File: config.mk
export PLATFORM = sky130hd
export DESIGN_NAME = fetch_unit
export DESIGN_NICKNAME = d
export VERILOG_FILES = /design/src/rtl/fetch_pkg.sv /design/src/rtl/fetch_fifo.sv /design/src/rtl/fetch_unit.sv
export SDC_FILE = /design/constraint.sdc
export NUM_CORES = 1
export LEC_CHECK = 0
export CAP_MARGIN = 15
export CORE_UTILIZATION = 52
export CTS_CLUSTER_DIAMETER = 80
export DETAILED_ROUTE_END_ITERATION = 8
export GPL_TIMING_DRIVEN = 0
export MAX_ROUTING_LAYER = met4
export PLACE_DENSITY_LB_ADDON = 0.2
export REMOVE_ABC_BUFFERS = 1
export SLEW_MARGIN = 0
export SYNTH_ARGS = -nofsm -noshare
export SYNTH_HDL_FRONTEND = slang
export SYNTH_SLANG_ARGS = --single-unit
File: constraint.sdc
create_clock -name clock -period 5.9 [get_ports clock]
set_clock_uncertainty 0.2 [all_clocks]
set_input_delay 1.18 -clock clock [delete_from_list [all_inputs] [get_ports clock]]
set_output_delay 1.18 -clock clock [all_outputs]
set_load 0.01 [all_outputs]
File: src/rtl/fetch_pkg.sv
// Shared types and constants for the instruction fetch stage.
// Optional feature macro used by this slice: FETCH_MISALIGN_EN.
package fetch_pkg;

  localparam int XLEN        = 32;
  localparam int FETCH_DEPTH = 2;

  // Encoding decode inserts for bubbles (addi x0, x0, 0).
  localparam logic [XLEN-1:0] NOP_INST  = 32'h0000_0013;
  // Clears the byte-offset bits of a PC.
  localparam logic [XLEN-1:0] WORD_MASK = 32'hFFFF_FFFC;

  typedef struct packed {
    logic [XLEN-1:0] pc;
    logic [XLEN-1:0] inst;
    logic            fault;
  } fetch_entry_t;

  // Byte PC to memory word address (zero-extended).
  function automatic logic [XLEN-1:0] word_addr(input logic [XLEN-1:0] pc);
    return {2'b00, pc[XLEN-1:2]};
  endfunction

endpackage

File: src/rtl/fetch_fifo.sv
// Two-entry synchronous FIFO holding fetched {pc, inst, fault} entries.
// Flush wins over push/pop. Push into a full FIFO is only accepted
// together with a pop; the parent's credit logic keeps it from overflowing.
module fetch_fifo
  import fetch_pkg::*;
(
  input  logic         clock,
  input  logic         reset_n,
  input  logic         push,
  input  logic         pop,
  input  logic         flush,
  input  fetch_entry_t push_entry,
  output fetch_entry_t head,
  output logic [1:0]   count
);

  fetch_entry_t mem_q [FETCH_DEPTH];
  fetch_entry_t mem_d [FETCH_DEPTH];
  logic         rd_ptr_q, rd_ptr_d;
  logic         wr_ptr_q, wr_ptr_d;
  logic [1:0]   count_q, count_d;
  logic         pop_ok_s, push_ok_s;

  assign pop_ok_s  = pop && (count_q != 2'd0);
  assign push_ok_s = push && ((count_q != 2'd2) || pop_ok_s);

  // Next-state for storage, pointers and occupancy.
  always_comb begin
    mem_d    = mem_q;
    rd_ptr_d = rd_ptr_q;
    wr_ptr_d = wr_ptr_q;
    count_d  = count_q;
    if (flush) begin
      rd_ptr_d = 1'b0;
      wr_ptr_d = 1'b0;
      count_d  = 2'd0;
    end else begin
      if (push_ok_s) begin
        mem_d[wr_ptr_q] = push_entry;
        wr_ptr_d        = ~wr_ptr_q;
      end else begin
        wr_ptr_d = wr_ptr_q;
      end
      if (pop_ok_s) begin
        rd_ptr_d = ~rd_ptr_q;
      end else begin
        rd_ptr_d = rd_ptr_q;
      end
      case ({push_ok_s, pop_ok_s})
        2'b10:   count_d = count_q + 2'd1;
        2'b01:   count_d = count_q - 2'd1;
        default: count_d = count_q;
      endcase
    end
  end

  // State registers with asynchronous clear.
  always_ff @(posedge clock or negedge reset_n) begin
    if (!reset_n) begin
      for (int i = 0; i < FETCH_DEPTH; i++) begin
        mem_q[i] <= '0;
      end
      rd_ptr_q <= 1'b0;
      wr_ptr_q <= 1'b0;
      count_q  <= 2'd0;
    end else begin
      mem_q    <= mem_d;
      rd_ptr_q <= rd_ptr_d;
      wr_ptr_q <= wr_ptr_d;
      count_q  <= count_d;
    end
  end

  assign head  = mem_q[rd_ptr_q];
  assign count = count_q;

endmodule

File: src/rtl/fetch_unit.sv
// Instruction fetch stage: issues word reads to a one-cycle-latency memory,
// buffers returned words in a 2-entry FIFO and hands {pc, inst} to decode.
// Optional macro FETCH_MISALIGN_EN: a misaligned redirect produces a single
// fault entry and halts issue until the next redirect.
module fetch_unit
  import fetch_pkg::*;
#(
  parameter logic [XLEN-1:0] RESET_PC = 32'h0000_0000
) (
  input  logic            clock,
  input  logic            reset_n,
  output logic [XLEN-1:0] inst_ain,
  input  logic [XLEN-1:0] inst_dout,
  input  logic            redirect_valid,
  input  logic [XLEN-1:0] redirect_pc,
  output logic            out_valid,
  input  logic            out_ready,
  output logic [XLEN-1:0] out_pc,
  output logic [XLEN-1:0] out_inst,
  output logic            out_fault
);

  logic [XLEN-1:0] fetch_pc_q, fetch_pc_d;
  logic            inflight_q, inflight_d;
  logic [XLEN-1:0] inflight_pc_q, inflight_pc_d;
  logic            epoch_q, epoch_d;
  logic            inflight_epoch_q, inflight_epoch_d;

  logic [1:0]      fifo_count_s;
  fetch_entry_t    head_s;
  fetch_entry_t    push_entry_s;
  logic            push_s, pop_s, issue_s, resp_ok_s;
  logic [2:0]      credit_s;
  logic [XLEN-1:0] redirect_target_s;
  logic            halted_s;
  logic            fault_push_s;

`ifdef FETCH_MISALIGN_EN
  logic halted_q, halted_d;
  logic fault_pend_q, fault_pend_d;
  logic misalign_s;

  assign misalign_s        = redirect_valid && (redirect_pc[1:0] != 2'b00);
  assign redirect_target_s = redirect_pc;
  assign halted_s          = halted_q;
  assign fault_push_s      = fault_pend_q;

  // A misaligned redirect halts issue and schedules one fault entry.
  always_comb begin
    halted_d     = halted_q;
    fault_pend_d = 1'b0;
    if (redirect_valid) begin
      halted_d     = misalign_s;
      fault_pend_d = misalign_s;
    end else begin
      halted_d     = halted_q;
      fault_pend_d = 1'b0;
    end
  end

  // Halt and pending-fault registers.
  always_ff @(posedge clock or negedge reset_n) begin
    if (!reset_n) begin
      halted_q     <= 1'b0;
      fault_pend_q <= 1'b0;
    end else begin
      halted_q     <= halted_d;
      fault_pend_q <= fault_pend_d;
    end
  end
`else
  // Byte offset of a redirect target is dropped; faults never occur.
  assign redirect_target_s = redirect_pc & WORD_MASK;
  assign halted_s          = 1'b0;
  assign fault_push_s      = 1'b0;
`endif

  assign out_valid = (fifo_count_s != 2'd0);
  assign pop_s     = out_valid && out_ready;
  // Entries that will occupy the FIFO once the outstanding read lands.
  assign credit_s  = {1'b0, fifo_count_s} + {2'b00, inflight_q} - {2'b00, pop_s};
  assign issue_s   = !redirect_valid && !halted_s && (credit_s < 3'd2);
  assign resp_ok_s = inflight_q && (inflight_epoch_q == epoch_q);
  assign push_s    = resp_ok_s || fault_push_s;
  assign inst_ain  = word_addr(fetch_pc_q);

  // Select what enters the FIFO: a returned word or a fault marker.
  always_comb begin
    push_entry_s = '0;
    if (fault_push_s) begin
      push_entry_s.pc    = fetch_pc_q;
      push_entry_s.inst  = 32'h0000_0000;
      push_entry_s.fault = 1'b1;
    end else begin
      push_entry_s.pc    = inflight_pc_q;
      push_entry_s.inst  = inst_dout;
      push_entry_s.fault = 1'b0;
    end
  end

  // PC, outstanding-request and epoch next-state.
  always_comb begin
    fetch_pc_d       = fetch_pc_q;
    inflight_d       = 1'b0;
    inflight_pc_d    = inflight_pc_q;
    epoch_d          = epoch_q;
    inflight_epoch_d = inflight_epoch_q;
    if (redirect_valid) begin
      fetch_pc_d = redirect_target_s;
      epoch_d    = ~epoch_q;
      inflight_d = 1'b0;
    end else if (issue_s) begin
      inflight_d       = 1'b1;
      inflight_pc_d    = fetch_pc_q;
      inflight_epoch_d = epoch_q;
      fetch_pc_d       = fetch_pc_q + 32'd4;
    end else begin
      inflight_d = 1'b0;
    end
  end

  // Fetch state registers.
  always_ff @(posedge clock or negedge reset_n) begin
    if (!reset_n) begin
      fetch_pc_q       <= RESET_PC;
      inflight_q       <= 1'b0;
      inflight_pc_q    <= 32'h0000_0000;
      epoch_q          <= 1'b0;
      inflight_epoch_q <= 1'b0;
    end else begin
      fetch_pc_q       <= fetch_pc_d;
      inflight_q       <= inflight_d;
      inflight_pc_q    <= inflight_pc_d;
      epoch_q          <= epoch_d;
      inflight_epoch_q <= inflight_epoch_d;
    end
  end

  fetch_fifo u_fifo (
    .clock      (clock),
    .reset_n    (reset_n),
    .push       (push_s),
    .pop        (pop_s),
    .flush      (redirect_valid),
    .push_entry (push_entry_s),
    .head       (head_s),
    .count      (fifo_count_s)
  );

  assign out_pc    = head_s.pc;
  assign out_inst  = head_s.inst;
  // The stored fault bit is only ever set when misaligned faults are enabled.
  assign out_fault = head_s.fault;

endmodule
==> run_results.csv <==
group,metric,value,unit
timing,relSlewSlack,0.245,
drt,vias_per_cell,5.61,
synthesis,netlist-cell-type-count,42,
drt,vias,5767,
placed_design,io_buffers,158,
critical_path,critPathMostFrequentCell,"or4_1",
die,die-width,131,µm
synthesis,synthMostInstantiatedCell,"mux2_2",
global_routing,overflow,0,
global_routing,grtUsageTotal,0.234,
timing,drv_slew,0,
power_and_ir_drop,fin_total_pwr,5780,µW
cells_and_area,postLayoutCoreUtil,0.698,
synthesis,ys_ff_latch,191,
critical_path,max_stage_delay,0.90,ns
cells_and_area,nets,871,
synthesis,yosysTopAreaCell,"dfrtp_1",
cells_and_area,diodes,0,
critical_path,cp-start-kind,"primary input",
clocking,htreeDepth,4,
clocking,clockRootBuffer,"clkbuf_16",
timing,tns,0,ns
timing,max_freq,0.218,GHz
synthesis,synth_ff_type,"dfrtp_1",
critical_path,critical_path.endpoint_type,"register",
timing,worst_pin_slew,1.13,ns
critical_path,cp.arrival,4.71,ns
global_routing,met3_usage,0.0411,
timing,rsz0062_at_grt,"no",
synthesis,synth_edf_count,0,
drt,routedWlPerCell,18.4,µm
timing,setup_viol,0,
die,die-area,17100,µm²
power_and_ir_drop,p_leak,0.00468,µW
outcome,status,"finished clean",
synthesis,synth_top_area_frac,0.554,
critical_path,cp_cell_sequence,"clkdlybuf4s50_1 > and2_1 > ha_1 > nand2b_1 > fa_1 > xor2_4 > or4_1 > or4_1 > a31oi_1",
clocking,clkSinkCount,191,
clocking,cts_made_buffers,17,
global_routing,grt_pass1_vias,5987,
clocking,clk_pin_slew_worst_paths,0.07,ns
drt,wirelength,19.0,mm
critical_path,crit_type,"in2reg",
critical_path,critical-path-slowest-cell,"or4_1",
timing,finalWorstPathRequiredPeriod,4.58,ns
power_and_ir_drop,power_density,516,nW/µm²
cells_and_area,synthToLayoutAreaGrowth,29.9,%
placed_design,post-place-ws,0.375,ns
global_routing,antenna_found_initial,0,
clocking,cts_tree,"yes",
placed_design,place.gp.congestion,0.762,
global_routing,met2_usage,0.391,
die,row_count,46,
timing,hold_viol_final,0,
timing,post-route-period-util,0.776,
die,die_h,131,µm
synthesis,avgSynthCellArea,13.3,µm²
cells_and_area,drive_above_1_share,0.325,
global_routing,grt_max_degree,125,
clocking,cts-resized-gates,0,
global_routing,grtUsageMet1,0.284,
global_routing,grt_pass1_wl,29.7,mm
hold_path,hold_class,"reg2reg",
synthesis,yosysWarnings,0,
clocking,clkLatencyLatePin,0.42,ns
clocking,cts_setup_buffers,0,
synthesis,synth_area_leaders,"dfrtp_1 (55%), mux2_2 (28%), or4_1 (1.5%), o31ai_1 (1.3%), a31oi_1 (1.2%)",
synthesis,synth_area,8630,µm²
critical_path,worstPathMaxFanout,18,
drt,firstDrtPassIters,5,
clocking,clockBufferDepth,2,
critical_path,cp.required,6.04,ns
global_routing,grt_busiest_layer,"met2",
drt,route.detailed.drc,0,
die,initial_core_util,0.537,
drt,postRouteAntennaNets,0,
placed_design,hpwl,12.7,mm
power_and_ir_drop,ir_drop,291,µV
timing,layout_setup_ws,1.32,ns
clocking,holdBufCountCts,0,
synthesis,synth_top_cells_by_count,"mux2_2 (213), dfrtp_1 (191), nand2_1 (27)",
die,io_pins,166,
die,core,16100,µm²
drt,first_iter_violations,265,
synthesis,yosysSeqAreaShare,0.554,
job,cap_violations,0,
synthesis,postSynthCellCount,650,
synthesis,synth_async_sr_flop_share,1.00,
final timing paths:
kind / startpoint / to / slack, ns / cells past startpoint
worst max register to register: u_fifo.count[1] / fetch_pc_q[31] / 1.74 / 9
worst min register to register: inflight_pc_q[13] / inflight_pc_q[13] / 0.30 / 2
max in group asynchronous: reset_n / fetch_pc_q[17] / 4.00 / 2
min in group asynchronous: reset_n / u_fifo.mem_q[25] / 0.50 / 1
worst max-delay path: out_ready / fetch_pc_q[31] / 1.32 / 9
worst min-delay path: inflight_pc_q[13] / inflight_pc_q[13] / 0.30 / 2
power by group:
part,internal (µW),switching (µW)
clock,821,492
sequential,1870,348
combinational,1400,847
total,4100,1690
worst max-delay path: cells and delay by family:
kind                       cells  cell delay (ns)
AOI/OAI and AO/OA              1             0.18
and+or+nand+nor                4             1.84
adders and majority gates      2             0.71
xor gates and xnor gates       1             0.22
buffers and inverters          1             0.57
per-layer routing:
metal	wire length, µm	up-vias
met4	306	0
met2	9560	170
li1	-	2655
met5	0	-
met1	8280	2914
met3	817	28
stage by stage:
step | instance area [µm²] | cells | hold slack, ns
2_1_floorplan | 8430 | 610 | 0.262
3_3_place_gp | 10300 | 984 | 0.278
3_5_place_dp | 10500 | 996 | 0.288
4_1_cts | 11200 | 1027 | 0.303
5_1_grt | 11200 | 1028 | 0.314
6_report | 11200 | 1028 | 0.302
cell usage in the layout (no fill, tap or decap), types with 2 or more instances in the layout:
cell type / netlist / final
nor3_1: 3 / 2
inv_1: 8 / 8
nand3_1: 13 / 12
nor2_1: 25 / 25
nand4_1: 8 / 8
and4_1: 3 / 3
bufinv_16: 0 / 6
buf_8: 0 / 4
dfrtp_1: 191 / 190
o31ai_1: 15 / 15
xor2_1: 4 / 4
clkbuf_8: 0 / 2
or3_1: 2 / 2
nor2b_1: 2 / 2
and3_1: 4 / 4
conb_1: 1 / 5
buf_6: 2 / 5
xnor2_1: 10 / 10
a311o_1: 2 / 2
or4_1: 17 / 17
nand2_1: 27 / 27
inv_6: 0 / 3
mux2_2: 213 / 213
a31oi_1: 17 / 17
and2_1: 4 / 4
nor4_1: 4 / 4
buf_16: 0 / 4
ha_1: 2 / 2
o21ai_0: 16 / 16
clkbuf_16: 0 / 17
a21oi_1: 2 / 2
clkdlybuf4s50_1: 0 / 157
sequential cells by signal, indices dropped and copies added, names as in the netlist:
name              cells
epoch_q               1
fetch_pc_q           30
inflight_epoch_q      1
inflight_pc_q        30
inflight_q            1
u_fifo.count          2
u_fifo.mem_q        124
u_fifo.rd_ptr_q       1
u_fifo.wr_ptr_q       1
layout make-up:
| type | instances | area [µm²] |
|---|---|---|
| clock inverters | 12 | 228 |
| fillers | 1119 | 4850 |
| multi-input cells | 411 | 3630 |
| clock buffers | 19 | 453 |
| flip-flops and latches | 191 | 4780 |
| well taps | 216 | 270 |
| inverters | 8 | 30.0 |
| repair buffers | 171 | 1820 |
cell families after synthesis:
logic type | count (synthesis) | synth area share
muxes | 214 | 0.279
DFF | 191 | 0.554
and+or+nand+nor | 118 | 0.0725
AOI/OAI and AO/OA | 56 | 0.0429
buffers and inverters | 52 | 0.0286
xor gates and xnor gates | 15 | 0.0174
adders and majority gates | 3 | 0.00522
other | 1 | 0.000435
Note: power is estimated with default switching activity, not from simulation.
